$ cat config.mk
export PLATFORM = sky130hd
export DESIGN_NAME = multicycle_control
export DESIGN_NICKNAME = d
export VERILOG_FILES = /design/src/rtl/mips_pkg.sv /design/src/rtl/opcode_class.sv /design/src/rtl/multicycle_control.sv
export SDC_FILE = /design/constraint.sdc
export NUM_CORES = 1
export LEC_CHECK = 0
export ABC_AREA = 1
export BUFFER_PORTS_ARGS = -buffer_cell sky130_fd_sc_hd__buf_2
export CORE_AREA = 4 4 86 64
export DETAILED_ROUTE_END_ITERATION = 12
export DIE_AREA = 0 0 90 68
export HOLD_SLACK_MARGIN = 0.08
export PLACE_DENSITY = 0.56
export SYNTH_ARGS = -nofsm -noshare
export SYNTH_HDL_FRONTEND = slang
export SYNTH_SLANG_ARGS = --single-unit
$ cat constraint.sdc
create_clock -name clk_i -period 1.59 [get_ports clk_i]
set_clock_uncertainty 0.1 [all_clocks]
set_input_delay 0.159 -clock clk_i [delete_from_list [all_inputs] [get_ports clk_i]]
set_output_delay 0.159 -clock clk_i [all_outputs]
set_load 0.02 [all_outputs]
$ cat src/rtl/mips_pkg.sv
// Shared encodings for the multicycle MIPS control slice.
// MULTICYCLE_CONTROL_BRANCH_EN adds the BRANCH state for beq/bne.
package mips_pkg;

  typedef enum logic [3:0] {
    S_FETCH    = 4'd0,
    S_DECODE   = 4'd1,
    S_MEM_ADDR = 4'd2,
    S_MEM_RD   = 4'd3,
    S_MEM_WB   = 4'd4,
    S_MEM_WR   = 4'd5,
    S_EXEC_R   = 4'd6,
    S_R_WB     = 4'd7,
    S_EXEC_I   = 4'd8,
    S_I_WB     = 4'd9,
`ifdef MULTICYCLE_CONTROL_BRANCH_EN
    S_BRANCH   = 4'd10,
`endif
    S_JUMP     = 4'd11
  } state_t;

  localparam logic [5:0] OP_R    = 6'h00;
  localparam logic [5:0] OP_J    = 6'h02;
  localparam logic [5:0] OP_BEQ  = 6'h04;
  localparam logic [5:0] OP_BNE  = 6'h05;
  localparam logic [5:0] OP_ADDI = 6'h08;
  localparam logic [5:0] OP_ANDI = 6'h0c;
  localparam logic [5:0] OP_ORI  = 6'h0d;
  localparam logic [5:0] OP_LUI  = 6'h0f;
  localparam logic [5:0] OP_LW   = 6'h23;
  localparam logic [5:0] OP_SW   = 6'h2b;

  localparam logic [2:0] ALU_LUI   = 3'b001;
  localparam logic [2:0] ALU_OR    = 3'b010;
  localparam logic [2:0] ALU_AND   = 3'b011;
  localparam logic [2:0] ALU_ADD   = 3'b100;
  localparam logic [2:0] ALU_MEM   = 3'b101;
  localparam logic [2:0] ALU_SUB   = 3'b110;
  localparam logic [2:0] ALU_RTYPE = 3'b111;

  typedef struct packed {
    logic       pc_write;
    logic       branch_eq;
    logic       branch_ne;
    logic       i_or_d;
    logic       mem_read;
    logic       mem_write;
    logic       ir_write;
    logic       mem_to_reg;
    logic       reg_dst;
    logic       reg_write;
    logic       alu_src_a;
    logic [1:0] alu_src_b;
    logic [1:0] pc_src;
    logic [2:0] alu_op;
  } ctrl_t;

  // Moore control word; FETCH's ir/pc load is added by the top.
  function automatic ctrl_t ctrl_of(
    state_t     s,
    logic [5:0] op
  );
    ctrl_t c;
    c = '0;
    case (s)
      S_FETCH: begin
        c.mem_read  = 1'b1;
        c.alu_src_b = 2'b01;
        c.alu_op    = ALU_ADD;
      end
      S_DECODE: begin
        c.alu_src_b = 2'b11;
        c.alu_op    = ALU_ADD;
      end
      S_MEM_ADDR: begin
        c.alu_src_a = 1'b1;
        c.alu_src_b = 2'b10;
        c.alu_op    = ALU_MEM;
      end
      S_MEM_RD: begin
        c.mem_read = 1'b1;
        c.i_or_d   = 1'b1;
      end
      S_MEM_WB: begin
        c.mem_to_reg = 1'b1;
        c.reg_write  = 1'b1;
      end
      S_MEM_WR: begin
        c.mem_write = 1'b1;
        c.i_or_d    = 1'b1;
      end
      S_EXEC_R: begin
        c.alu_src_a = 1'b1;
        c.alu_op    = ALU_RTYPE;
      end
      S_R_WB: begin
        c.reg_dst   = 1'b1;
        c.reg_write = 1'b1;
      end
      S_EXEC_I: begin
        c.alu_src_a = 1'b1;
        c.alu_src_b = 2'b10;
        case (op)
          OP_LUI:  c.alu_op = ALU_LUI;
          OP_ORI:  c.alu_op = ALU_OR;
          OP_ANDI: c.alu_op = ALU_AND;
          default: c.alu_op = ALU_ADD;
        endcase
      end
      S_I_WB: begin
        c.reg_write = 1'b1;
      end
`ifdef MULTICYCLE_CONTROL_BRANCH_EN
      S_BRANCH: begin
        c.alu_src_a = 1'b1;
        c.alu_op    = ALU_SUB;
        c.pc_src    = 2'b01;
        c.branch_eq = (op == OP_BEQ);
        c.branch_ne = (op == OP_BNE);
      end
`endif
      S_JUMP: begin
        c.pc_write = 1'b1;
        c.pc_src   = 2'b10;
      end
      default: c = '0;
    endcase
    return c;
  endfunction

endpackage

$ cat src/rtl/opcode_class.sv
// Combinational opcode classifier for the multicycle control.
// Branches count as illegal unless MULTICYCLE_CONTROL_BRANCH_EN.
module opcode_class
  import mips_pkg::*;
(
  input  logic [5:0] opcode,
  output logic       is_r,
  output logic       is_imm,
  output logic       is_mem,
  output logic       is_jmp,
  output logic       is_br,
  output logic       is_illegal
);

  always_comb begin
    is_r   = (opcode == OP_R);
    is_imm = opcode inside {OP_ADDI, OP_LUI,
                            OP_ORI, OP_ANDI};
    is_mem = opcode inside {OP_LW, OP_SW};
    is_jmp = (opcode == OP_J);
`ifdef MULTICYCLE_CONTROL_BRANCH_EN
    is_br  = opcode inside {OP_BEQ, OP_BNE};
`else
    is_br  = 1'b0;
`endif
    is_illegal = !(is_r | is_imm | is_mem |
                   is_jmp | is_br);
  end

endmodule

$ cat src/rtl/multicycle_control.sv
// Multicycle MIPS main control FSM with registered control word.
// Define MULTICYCLE_CONTROL_BRANCH_EN to enable beq/bne.
module multicycle_control
  import mips_pkg::*;
(
  input  logic       clk_i,
  input  logic       rst_i,
  input  logic [5:0] opcode_i,
  input  logic       mem_ready_i,
  output logic       pc_write_o,
  output logic       branch_eq_o,
  output logic       branch_ne_o,
  output logic       i_or_d_o,
  output logic       mem_read_o,
  output logic       mem_write_o,
  output logic       ir_write_o,
  output logic       mem_to_reg_o,
  output logic       reg_dst_o,
  output logic       reg_write_o,
  output logic       alu_src_a_o,
  output logic [1:0] alu_src_b_o,
  output logic [1:0] pc_src_o,
  output logic [2:0] alu_op_o,
  output logic       illegal_o,
  output logic [3:0] state_o
);

  state_t     state_q;
  state_t     state_d;
  logic [5:0] op_q;
  logic [5:0] op_d;
  ctrl_t      ctrl_q;
  ctrl_t      ctrl;
  logic       illegal_q;
  logic       bad_op;
  logic       fetch_ld;

  logic is_r;
  logic is_imm;
  logic is_mem;
  logic is_jmp;
  logic is_br;
  logic is_illegal;

  opcode_class u_class (
    .opcode     (opcode_i),
    .is_r       (is_r),
    .is_imm     (is_imm),
    .is_mem     (is_mem),
    .is_jmp     (is_jmp),
    .is_br      (is_br),
    .is_illegal (is_illegal)
  );

`ifdef MULTICYCLE_CONTROL_BRANCH_EN
  assign bad_op = is_illegal;
`else
  assign bad_op = is_illegal | is_br;
`endif

  assign op_d = (state_q == S_DECODE)
              ? opcode_i : op_q;

  always_comb begin
    state_d = S_FETCH;
    unique case (state_q)
      S_FETCH:
        state_d = mem_ready_i ? S_DECODE
                              : S_FETCH;
      S_DECODE: begin
        unique case (1'b1)
          is_r:    state_d = S_EXEC_R;
          is_imm:  state_d = S_EXEC_I;
          is_mem:  state_d = S_MEM_ADDR;
          is_jmp:  state_d = S_JUMP;
`ifdef MULTICYCLE_CONTROL_BRANCH_EN
          is_br:   state_d = S_BRANCH;
`endif
          default: state_d = S_FETCH;
        endcase
      end
      S_MEM_ADDR:
        state_d = (op_q == OP_LW) ? S_MEM_RD
                                  : S_MEM_WR;
      S_MEM_RD:
        state_d = mem_ready_i ? S_MEM_WB
                              : S_MEM_RD;
      S_MEM_WB: state_d = S_FETCH;
      S_MEM_WR:
        state_d = mem_ready_i ? S_FETCH
                              : S_MEM_WR;
      S_EXEC_R: state_d = S_R_WB;
      S_R_WB:   state_d = S_FETCH;
      S_EXEC_I: state_d = S_I_WB;
      S_I_WB:   state_d = S_FETCH;
`ifdef MULTICYCLE_CONTROL_BRANCH_EN
      S_BRANCH: state_d = S_FETCH;
`endif
      S_JUMP:   state_d = S_FETCH;
      default:  state_d = S_FETCH;
    endcase
  end

  // Control word is precomputed for the state being entered.
  always_ff @(posedge clk_i) begin
    if (rst_i) begin
      state_q   <= S_FETCH;
      op_q      <= '0;
      ctrl_q    <= ctrl_of(S_FETCH, '0);
      illegal_q <= 1'b0;
    end else begin
      state_q   <= state_d;
      op_q      <= op_d;
      ctrl_q    <= ctrl_of(state_d, op_d);
      illegal_q <= (state_q == S_DECODE)
                 && bad_op;
    end
  end

  assign ctrl     = rst_i ? '0 : ctrl_q;
  assign fetch_ld = !rst_i && mem_ready_i
                 && (state_q == S_FETCH);

  assign pc_write_o   = ctrl.pc_write | fetch_ld;
  assign ir_write_o   = ctrl.ir_write | fetch_ld;
  assign branch_eq_o  = ctrl.branch_eq;
  assign branch_ne_o  = ctrl.branch_ne;
  assign i_or_d_o     = ctrl.i_or_d;
  assign mem_read_o   = ctrl.mem_read;
  assign mem_write_o  = ctrl.mem_write;
  assign mem_to_reg_o = ctrl.mem_to_reg;
  assign reg_dst_o    = ctrl.reg_dst;
  assign reg_write_o  = ctrl.reg_write;
  assign alu_src_a_o  = ctrl.alu_src_a;
  assign alu_src_b_o  = ctrl.alu_src_b;
  assign pc_src_o     = ctrl.pc_src;
  assign alu_op_o     = ctrl.alu_op;
  assign illegal_o    = illegal_q & ~rst_i;
  assign state_o      = rst_i ? 4'd0 : state_q;

endmodule
==> impl_metrics.tcl, run 1 <==
set metrics [dict create \
    h-tree-depth 1 \
    io_buffers 28 \
    crit_path_max_fanout 8 \
    cts_tree "built" \
    drive_gt1_frac 0.307 \
    routedWlPerCell_um 11.1 \
    setup.worst_path.class "flip-flop to flip-flop" \
    drtPass1Iterations 4 \
    synth_area_per_cell_um2 6.02 \
    whs_endpoint "op_q[3]$_SDFF_PP0_" \
    min_period_ns 1.55 \
    clockBufferDepth 2 \
    crit_path_end_kind "flip-flop" \
    critPathMostFrequentCell "nand2_1" \
    rows 21 \
    die_x_um 90 \
    hold_path_depth 3 \
    diodes 0 \
    max_freq_mhz 643 \
    ys_seq_area_frac 0.353 \
    critPathRequiredTime_ns 1.66 \
    final_area_um2 1750 \
    register_area_um2 490 \
    worst_pin_slew_ns 0.544 \
    hold_start "opcode_i[3]" \
    hold_violations 0 \
    cts_root_buf "clkbuf_8" \
    placed_area_um2 1560 \
    reg2reg_depth 11 \
    ff2ff_setup_slack_ns 0.04 \
    slowest_delay_ns 0.35 \
    ctsHoldBuffers 0 \
    powerDensity_nw_per_um2 725 \
    vias_per_cell 4.42 \
    r2r_end "ctrl_q[0]$_SDFF_PP0_" \
    timing.rr.start "state_q[2]$_SDFF_PP0_" \
    io-pin-count 32 \
    nFillCells 515 \
    irDropWorstVdd_v 0.000359 \
    drt-initial-drc-count 110 \
    final_antenna_net_count 0 \
    multi_input_comb_area_um2 783 \
    start_kind "flip-flop" \
    die-area_um2 6120 \
    cts_sinks 24 \
    core_um2 4650 \
    ys_types 22 \
    grt_pass1_vias 1273 \
    antenna_found_initial 0 \
    finalSetupViolCount 0 \
    grt_pass1_wl_um 5830 \
    ys_seq_elements 24 \
    drc 0 \
    rsz0062_at_grt "true" \
    grt_overflow 0 \
    routed_wl_um 3490 \
    area_growth_syn_to_layout_pct 28.4 \
    critPathSlowestCell "dfxtp_2" \
    dp_hpwl_um 2660 \
    clock_latency_ns 0.27 \
    cp.arrival_ns 1.62 \
    finalNetCount 267 \
    maxSlewHeadroom 0.637 \
    yosysWarnings 0 \
    clkTransAtPathRegs_ns 0.09 \
    fp.dieH_um 68 \
    globalplace.congestion 0.896 \
    grt_max_degree 31 \
    netlist_area_um2 1360 \
    leakage_nw 0.949 \
    postSynthCellCount 226 \
    finalCritPeriodShare 0.977 \
    drv_slew 0 \
    grt_usage 0.119 \
    crit_chain "nor2_4, buf_12, nand2_4, nand2_1, nand2_1, nand2_1, nor2_4, o21ai_1, nand2_1, inv_1, nor2_2" \
    initial_core_util 0.292 \
    cts_made_buffers 3 \
    drv_cap 0 \
    hp-class "primary input to flip-flop" \
    whs_ns 0.0821 \
    status "finished clean" \
    vias 1387 \
]
[cell families after synthesis]
logic type      Yosys count  share of synthesized area
simple gates            137                      0.440
buf+inv                  50                      0.146
flops                    24                      0.353
compound gates           14                     0.0580
other cells               1                    0.00276
[power breakdown]
part	internal, W	switching (W)
Sequential	0.000618	0.0000120
Combinational	0.0000673	0.000146
Clock	0.000221	0.000202
Total	0.000907	0.000359
[cell usage after synthesis]
library cell | number | area share
nand2_2 | 4 | 0.018
a2111oi_0 | 1 | 0.0064
dfxtp_1 | 24 | 0.35
o21ai_1 | 3 | 0.011
a21oi_1 | 6 | 0.022
buf_4 | 3 | 0.017
a21oi_2 | 1 | 0.0064
clkbuf_1 | 1 | 0.0028
inv_2 | 4 | 0.011
nand4_1 | 1 | 0.0046
conb_1 | 1 | 0.0028
nor2_4 | 2 | 0.017
a31oi_1 | 1 | 0.0046
nor3_2 | 1 | 0.0074
buf_1 | 3 | 0.0083
nand3_1 | 21 | 0.077
nand2_1 | 51 | 0.14
nor2_1 | 49 | 0.14
o21ai_0 | 2 | 0.0074
inv_1 | 39 | 0.11
nor2_2 | 7 | 0.032
nand3_2 | 1 | 0.0074
[flip-flops by register name, indices dropped and copies added (netlist names)]
register,cells
illegal_q,1
state_q,4
op_q,6
ctrl_q,13
[layer usage]
metal  routed length [µm]  track usage  part of all wire  vias up
met5                    0            0                 0        -
met4                   29       0.0286            0.0083        0
met3                  219       0.0352             0.063        4
met2                 1260        0.167              0.36       38
met1                 1980        0.176              0.57      609
li1                     -            -                 -      736
[layout by cell type (no fill, tap or decap), types with 6 or more instances in the layout]
| master | count |
|---|---|
| buf_2 | 27 |
| dfxtp_1 | 20 |
| inv_1 | 37 |
| inv_2 | 6 |
| nand2_1 | 44 |
| nand2_2 | 10 |
| nand3_1 | 18 |
| nor2_1 | 44 |
| nor2_2 | 6 |
| nor2_4 | 8 |
[worst max-delay path: cells and delay by family (launching register included)]
kind,cells,cell delay [ns]
buf+inv,2,0.21
compound gates,1,0.08
simple gates,8,0.72
flops,1,0.35
[worst max-delay path by stage]
stage	to	from	slack (ns)
after global placement	ctrl_q[2]$_SDFF_PP1_	state_q[3]$_SDFF_PP0_	-0.11
after CTS	ctrl_q[0]$_SDFF_PP0_	state_q[3]$_SDFF_PP0_	-0.002
after detailed placement	ctrl_q[2]$_SDFF_PP1_	state_q[0]$_SDFF_PP0_	-0.07
final	ctrl_q[0]$_SDFF_PP0_	state_q[2]$_SDFF_PP0_	0.04
after global routing	ctrl_q[0]$_SDFF_PP0_	state_q[0]$_SDFF_PP0_	-0.06
after floorplan	ctrl_q[2]$_SDFF_PP1_	state_q[0]$_SDFF_PP0_	0.20
[stage by stage]
step                      worst slack (ns)  cells   util  setup TNS [ns]  total power (W)
after floorplan                      0.196    228      -               0         0.000781
after global placement              -0.107    308  0.335          -0.465         0.000835
after detailed placement           -0.0741    308  0.335          -0.316         0.000836
after CTS                         -0.00196    313  0.357        -0.00196          0.00127
after global routing               -0.0614    314  0.376          -0.208          0.00134
final                               0.0360    314  0.376               0          0.00127
[final cells by class]
cell class | count | area share
Clock buffer | 4 | 0.0315
Multi-Input combinational cell | 154 | 0.448
Sequential cell | 24 | 0.281
Inverter | 43 | 0.0924
Timing Repair Buffer | 32 | 0.106
Tap cell | 57 | 0.0408
[timing repair]
action,CTS,global route
pin swaps,1,5
setup endpoints to repair,9,11
hold endpoints to repair,0,0
buffers inserted,1,1
gates resized for setup,7,27
Note: power is estimated with default switching activity, not from simulation.
==> run 2: changes to the inputs <==
REMOVE_ABC_BUFFERS = 1   (was not set)
SETUP_SLACK_MARGIN = 0.4   (was not set)
==> run 2 against run 1 <==
  * Clock power is 28% higher
  * Cell count is 4.8% higher
  * Sequential power hardly changed
  * Final area is 22% higher
==> impl_metrics.tcl, run 2 (synthesized netlist as in run 1, its figures left out) <==
set metrics [dict create \
    powerDensity_nw_per_um2 699 \
    routedWlPerCell_um 12.0 \
    clock_latency_ns 0.28 \
    grt_overflow 0 \
    crit_path_max_fanout 8 \
    die_x_um 90 \
    wl_met1_um 1720 \
    finalCritPeriodShare 0.991 \
    antenna_found_initial 0 \
    dr_wl_met3_um 175 \
    io-pin-count 32 \
    finalNetCount 282 \
    cp.arrival_ns 1.63 \
    final_cell_mix "40 x nor2_1, 33 x inv_1, 32 x nand2_1" \
    clockBufferDepth 2 \
    vias_per_cell 4.50 \
    rows 21 \
    grt_pass1_wl_um 6230 \
    regMostFlops "ctrl_q" \
    highest_layer "met4" \
    irDropWorstVdd_v 0.000361 \
    drt-initial-drc-count 65 \
    status "finished clean" \
    leakage_nw 1.06 \
    finalSetupViolCount 0 \
    stdcell_count 329 \
    setup_slack_ns 0.0144 \
    min_period_ns 1.58 \
    setup_tns_ns 0 \
    grt_pass1_vias 1420 \
    setup.worst_path.class "flip-flop to flip-flop" \
    start_kind "flip-flop" \
    post-place-ws_ns -0.0855 \
    core_um2 4650 \
    hp-class "primary input to flip-flop" \
    critPathRequiredTime_ns 1.64 \
    h-tree-depth 1 \
    clkTransAtPathRegs_ns 0.10 \
    worst_pin_slew_ns 0.500 \
    drive_gt1_frac 0.463 \
    grt_max_degree 35 \
    cts_root_buf "clkbuf_8" \
    met2_length_um 2010 \
    drc 0 \
    largest_reg_flops 13 \
    cts_made_buffers 3 \
    area_growth_syn_to_layout_pct 56.1 \
    globalplace.congestion 0.894 \
    vias 1482 \
    cts_tree "built" \
    nFillCells 478 \
    dp.cells 308 \
    fp.dieH_um 68 \
    top_regs "ctrl_q (13), op_q (6), state_q (4)" \
    drv_slew 0 \
    cts_sinks 24 \
    grt_usage 0.126 \
    max_freq_mhz 635 \
    diodes 0 \
    rsz0062_at_grt "true" \
    drtPass1Iterations 4 \
    die-area_um2 6120 \
    crit_path_end_kind "flip-flop" \
    hold_violations 0 \
    final_common_cell "nor2_1" \
    io_buffers 28 \
    routed_wl_um 3950 \
    utilization 0.457 \
    final_antenna_net_count 0 \
    initial_core_util 0.292 \
    dp_hpwl_um 2530 \
    maxSlewHeadroom 0.663 \
    drv_cap 0 \
]
-- run 2: path summary, 6_finish.rpt --
path	startpoint	to	slack (ns)	cells after the start
max	state_q[2]$_SDFF_PP0_	ctrl_q[2]$_SDFF_PP1_	0.01	9
min	opcode_i[3]	op_q[3]$_SDFF_PP0_	0.09	3
max reg2reg	state_q[2]$_SDFF_PP0_	ctrl_q[2]$_SDFF_PP1_	0.01	9
min reg2reg	op_q[3]$_SDFF_PP0_	op_q[3]$_SDFF_PP0_	0.40	2
-- run 2: what timing repair did --
action                                  4_1_cts  5_1_grt
pin swaps                                    16       20
gates resized for setup                      51       57
endpoints found under the setup margin       41       36
hold endpoints to repair                      1        0
buffers inserted                             11        6
-- run 2: stage by stage --
stage               hold slack [ns]  power [W]  instance area (µm²)
floorplan                     0.128   0.000764                 1330
global placement              0.381   0.000832                 1560
finish                       0.0854    0.00148                 2120
detailed placement            0.378   0.000831                 1560
global route                 0.0952    0.00155                 2120
CTS                          0.0741    0.00142                 1870
-- run 2: power by group --
group | internal, W | switching (W)
Combinational | 0.000124 | 0.000189
Sequential | 0.000615 | 0.0000143
Clock | 0.000337 | 0.000205
-- run 2: area by class of cell --
type	count	area, µm²	area share
Tap cell	57	71.3	0.0336
Clock buffer	3	41.3	0.0194
Clock inverter	1	30.0	0.0141
Timing Repair Buffer	47	359	0.169
Sequential cell	24	499	0.235
Inverter	43	171	0.0807
Multi-Input combinational cell	154	951	0.448
-- run 2: worst max-delay path, stage by stage (launching register included) --
cell     delay, ns
dfxtp_4       0.37
nor2_4        0.24
buf_6         0.16
nand2_8       0.08
nor2_4        0.12
nor2_2        0.06
nand2_1       0.10
nor2_4        0.05
o21ai_1       0.09
nand3_1       0.08
-- run 2: metal layers --
layer,vias to the layer above,GRT usage
li1,762,-
met1,683,0.149
met2,30,0.226
met3,7,0.0396
met4,0,0.0305
met5,-,0
==> run 3: changes to the inputs <==
CELL_PAD_IN_SITES_DETAIL_PLACEMENT = 0   (was not set)
CELL_PAD_IN_SITES_GLOBAL_PLACEMENT = 1   (was not set)
CORE_AREA = 4 4 80 60   (was 4 4 86 64)
DIE_AREA = 0 0 84 64   (was 0 0 90 68)
PLACE_DENSITY = 0.83   (was 0.56)
==> run 3 against run 2 <==
  * Cell count shrank 0.30%
  * First-iteration DRC count increased by 14%
  * Highest routed layer unchanged
  * Critical path type unchanged
  * Global-route usage grew 0.75 points
  * Fmax shrank 0.50%
  * Wire length is 10% lower
  * Combinational power decreased by 7.7%
  * Critical path depth did not move
  * Non-clock buffer count up 1
  * Sequential cell count stayed put
==> impl_metrics.tcl, run 3 (synthesized netlist as in run 1, its figures left out) <==
set metrics [dict create \
    drv_cap 0 \
    routedWlPerCell_um 10.8 \
    io_buffers 28 \
    cts_made_buffers 3 \
    vias 1434 \
    drtPass1Iterations 4 \
    critPathSlowestCell "dfxtp_4" \
    clockBufferDepth 2 \
    final_area_um2 2130 \
    drive_gt1_frac 0.458 \
    cts_root_buf "clkbuf_8" \
    path_buf_inv 2 \
    dp_hpwl_um 2580 \
    maxSlewHeadroom 0.548 \
    placed_area_um2 1580 \
    crit_path_end_kind "flip-flop" \
    nFillCells 391 \
    die_x_um 84 \
    setup.worst_path.class "flip-flop to flip-flop" \
    core_um2 4100 \
    dp.cells 310 \
    irDropWorstVdd_v 0.000659 \
    rows 20 \
    drc 0 \
    grt_overflow 0 \
    max_freq_mhz 632 \
    powerDensity_nw_per_um2 677 \
    cp.arrival_ns 1.63 \
    initial_core_util 0.331 \
    clkTransAtPathRegs_ns 0.08 \
    h-tree-depth 1 \
    routed_wl_um 3550 \
    crit_path_max_fanout 6 \
    cts_tree "built" \
    hold_violations 0 \
    leakage_nw 1.08 \
    fp.dieH_um 64 \
    grt_usage 0.133 \
    hp-class "primary input to flip-flop" \
    finalSetupViolCount 0 \
    grtUsageMet1 0.171 \
    area_growth_syn_to_layout_pct 56.9 \
    rsz0062_at_grt "true" \
    finalCritPeriodShare 0.996 \
    die-area_um2 5380 \
    drv_slew 0 \
    stdcell_count 328 \
    largest_reg_flops 13 \
    grt_pass1_vias 1335 \
    final_antenna_net_count 0 \
    regMostFlops "ctrl_q" \
    grtUsageMet3 0.0348 \
    grt_pass1_wl_um 5870 \
    final_cell_mix "36 x nor2_1, 35 x inv_1, 31 x nand2_1" \
    worst_pin_slew_ns 0.671 \
    diodes 0 \
    globalRouteMet2Util 0.225 \
    vias_per_cell 4.37 \
    critPathRequiredTime_ns 1.64 \
    finalNetCount 283 \
    clock_latency_ns 0.27 \
    critPathTopFamily "simple AND/OR/NAND/NOR gates" \
    slowest_delay_ns 0.38 \
    busiest_layer "met2" \
    drt-initial-drc-count 74 \
    crit_chain "inv_4, nand2_4, nor2_4, buf_6, nand3_4, nand3_4, nor2_4, o21ai_1, nand3_1" \
    start_kind "flip-flop" \
    grt_max_degree 15 \
    status "finished clean" \
    top_regs "ctrl_q (13), op_q (6), state_q (4)" \
    antenna_found_initial 0 \
    io-pin-count 32 \
    final_common_cell "nor2_1" \
    min_period_ns 1.58 \
    globalplace.congestion 0.829 \
    cts_sinks 24 \
]
[run 3: worst reg2reg max path: cells and delay by family, from the launching register on]
family | cells | cell delay (ns)
AO/OA/AOI/OAI | 1 | 0.08
buffers and inverters | 2 | 0.23
flip-flops | 1 | 0.38
AND/OR/NAND/NOR | 6 | 0.67
[run 3: final timing paths]
path | startpoint | end | slack, ns | cells past startpoint
hold reg to reg | op_q[3]$_SDFF_PP0_ | op_q[3]$_SDFF_PP0_ | 0.40 | 2
setup reg to reg | state_q[1]$_SDFF_PP0_ | ctrl_q[2]$_SDFF_PP1_ | 0.006 | 9
hold / removal | opcode_i[3] | op_q[3]$_SDFF_PP0_ | 0.08 | 3
setup / recovery | state_q[1]$_SDFF_PP0_ | ctrl_q[2]$_SDFF_PP1_ | 0.006 | 9
[run 3: power by group]
part           switching (W)  internal, W  total [W]
Sequential         0.0000139     0.000615   0.000629
Clock               0.000190     0.000337   0.000526
Combinational       0.000179     0.000110   0.000289
[run 3: final cells by class]
type                       count  area [µm²]  area share
tap                           55        68.8      0.0322
clock inverter                 1        30.0      0.0141
inverter                      43         176      0.0826
clock buffer                   3        41.3      0.0193
timing repair buffer          48         348       0.163
multi-input combinational    154         975       0.457
sequential                    24         495       0.232
[run 3: through the flow]
| stage | utilization | power [W] | setup TNS, ns | setup WS, ns | hold slack, ns |
|---|---|---|---|---|---|
| floorplan | - | 0.000764 | 0 | 0.196 | 0.128 |
| global placement | 0.386 | 0.000839 | -0.168 | -0.0944 | 0.371 |
| detailed placement | 0.386 | 0.000839 | -0.0493 | -0.0493 | 0.376 |
| CTS | 0.448 | 0.00141 | 0 | 0.0901 | 0.0685 |
| global route | 0.520 | 0.00151 | -0.412 | -0.0866 | 0.0833 |
| finish | 0.520 | 0.00144 | 0 | 0.00650 | 0.0775 |
[run 3: what timing repair did]
| item | CTS | global route |
|---|---|---|
| gates resized for setup | 39 | 70 |
| gates cloned | 0 | 0 |
| endpoints found under the hold margin | 2 | 0 |
| setup buffers | 8 | 6 |
| setup endpoints to repair | 24 | 31 |
| pin swaps | 8 | 23 |
[run 3: metal layers]
metal	share of wire	vias up
met1	0.49	640
met2	0.47	19
li1	-	770
met3	0.039	5
met4	0.0087	0
met5	0	-
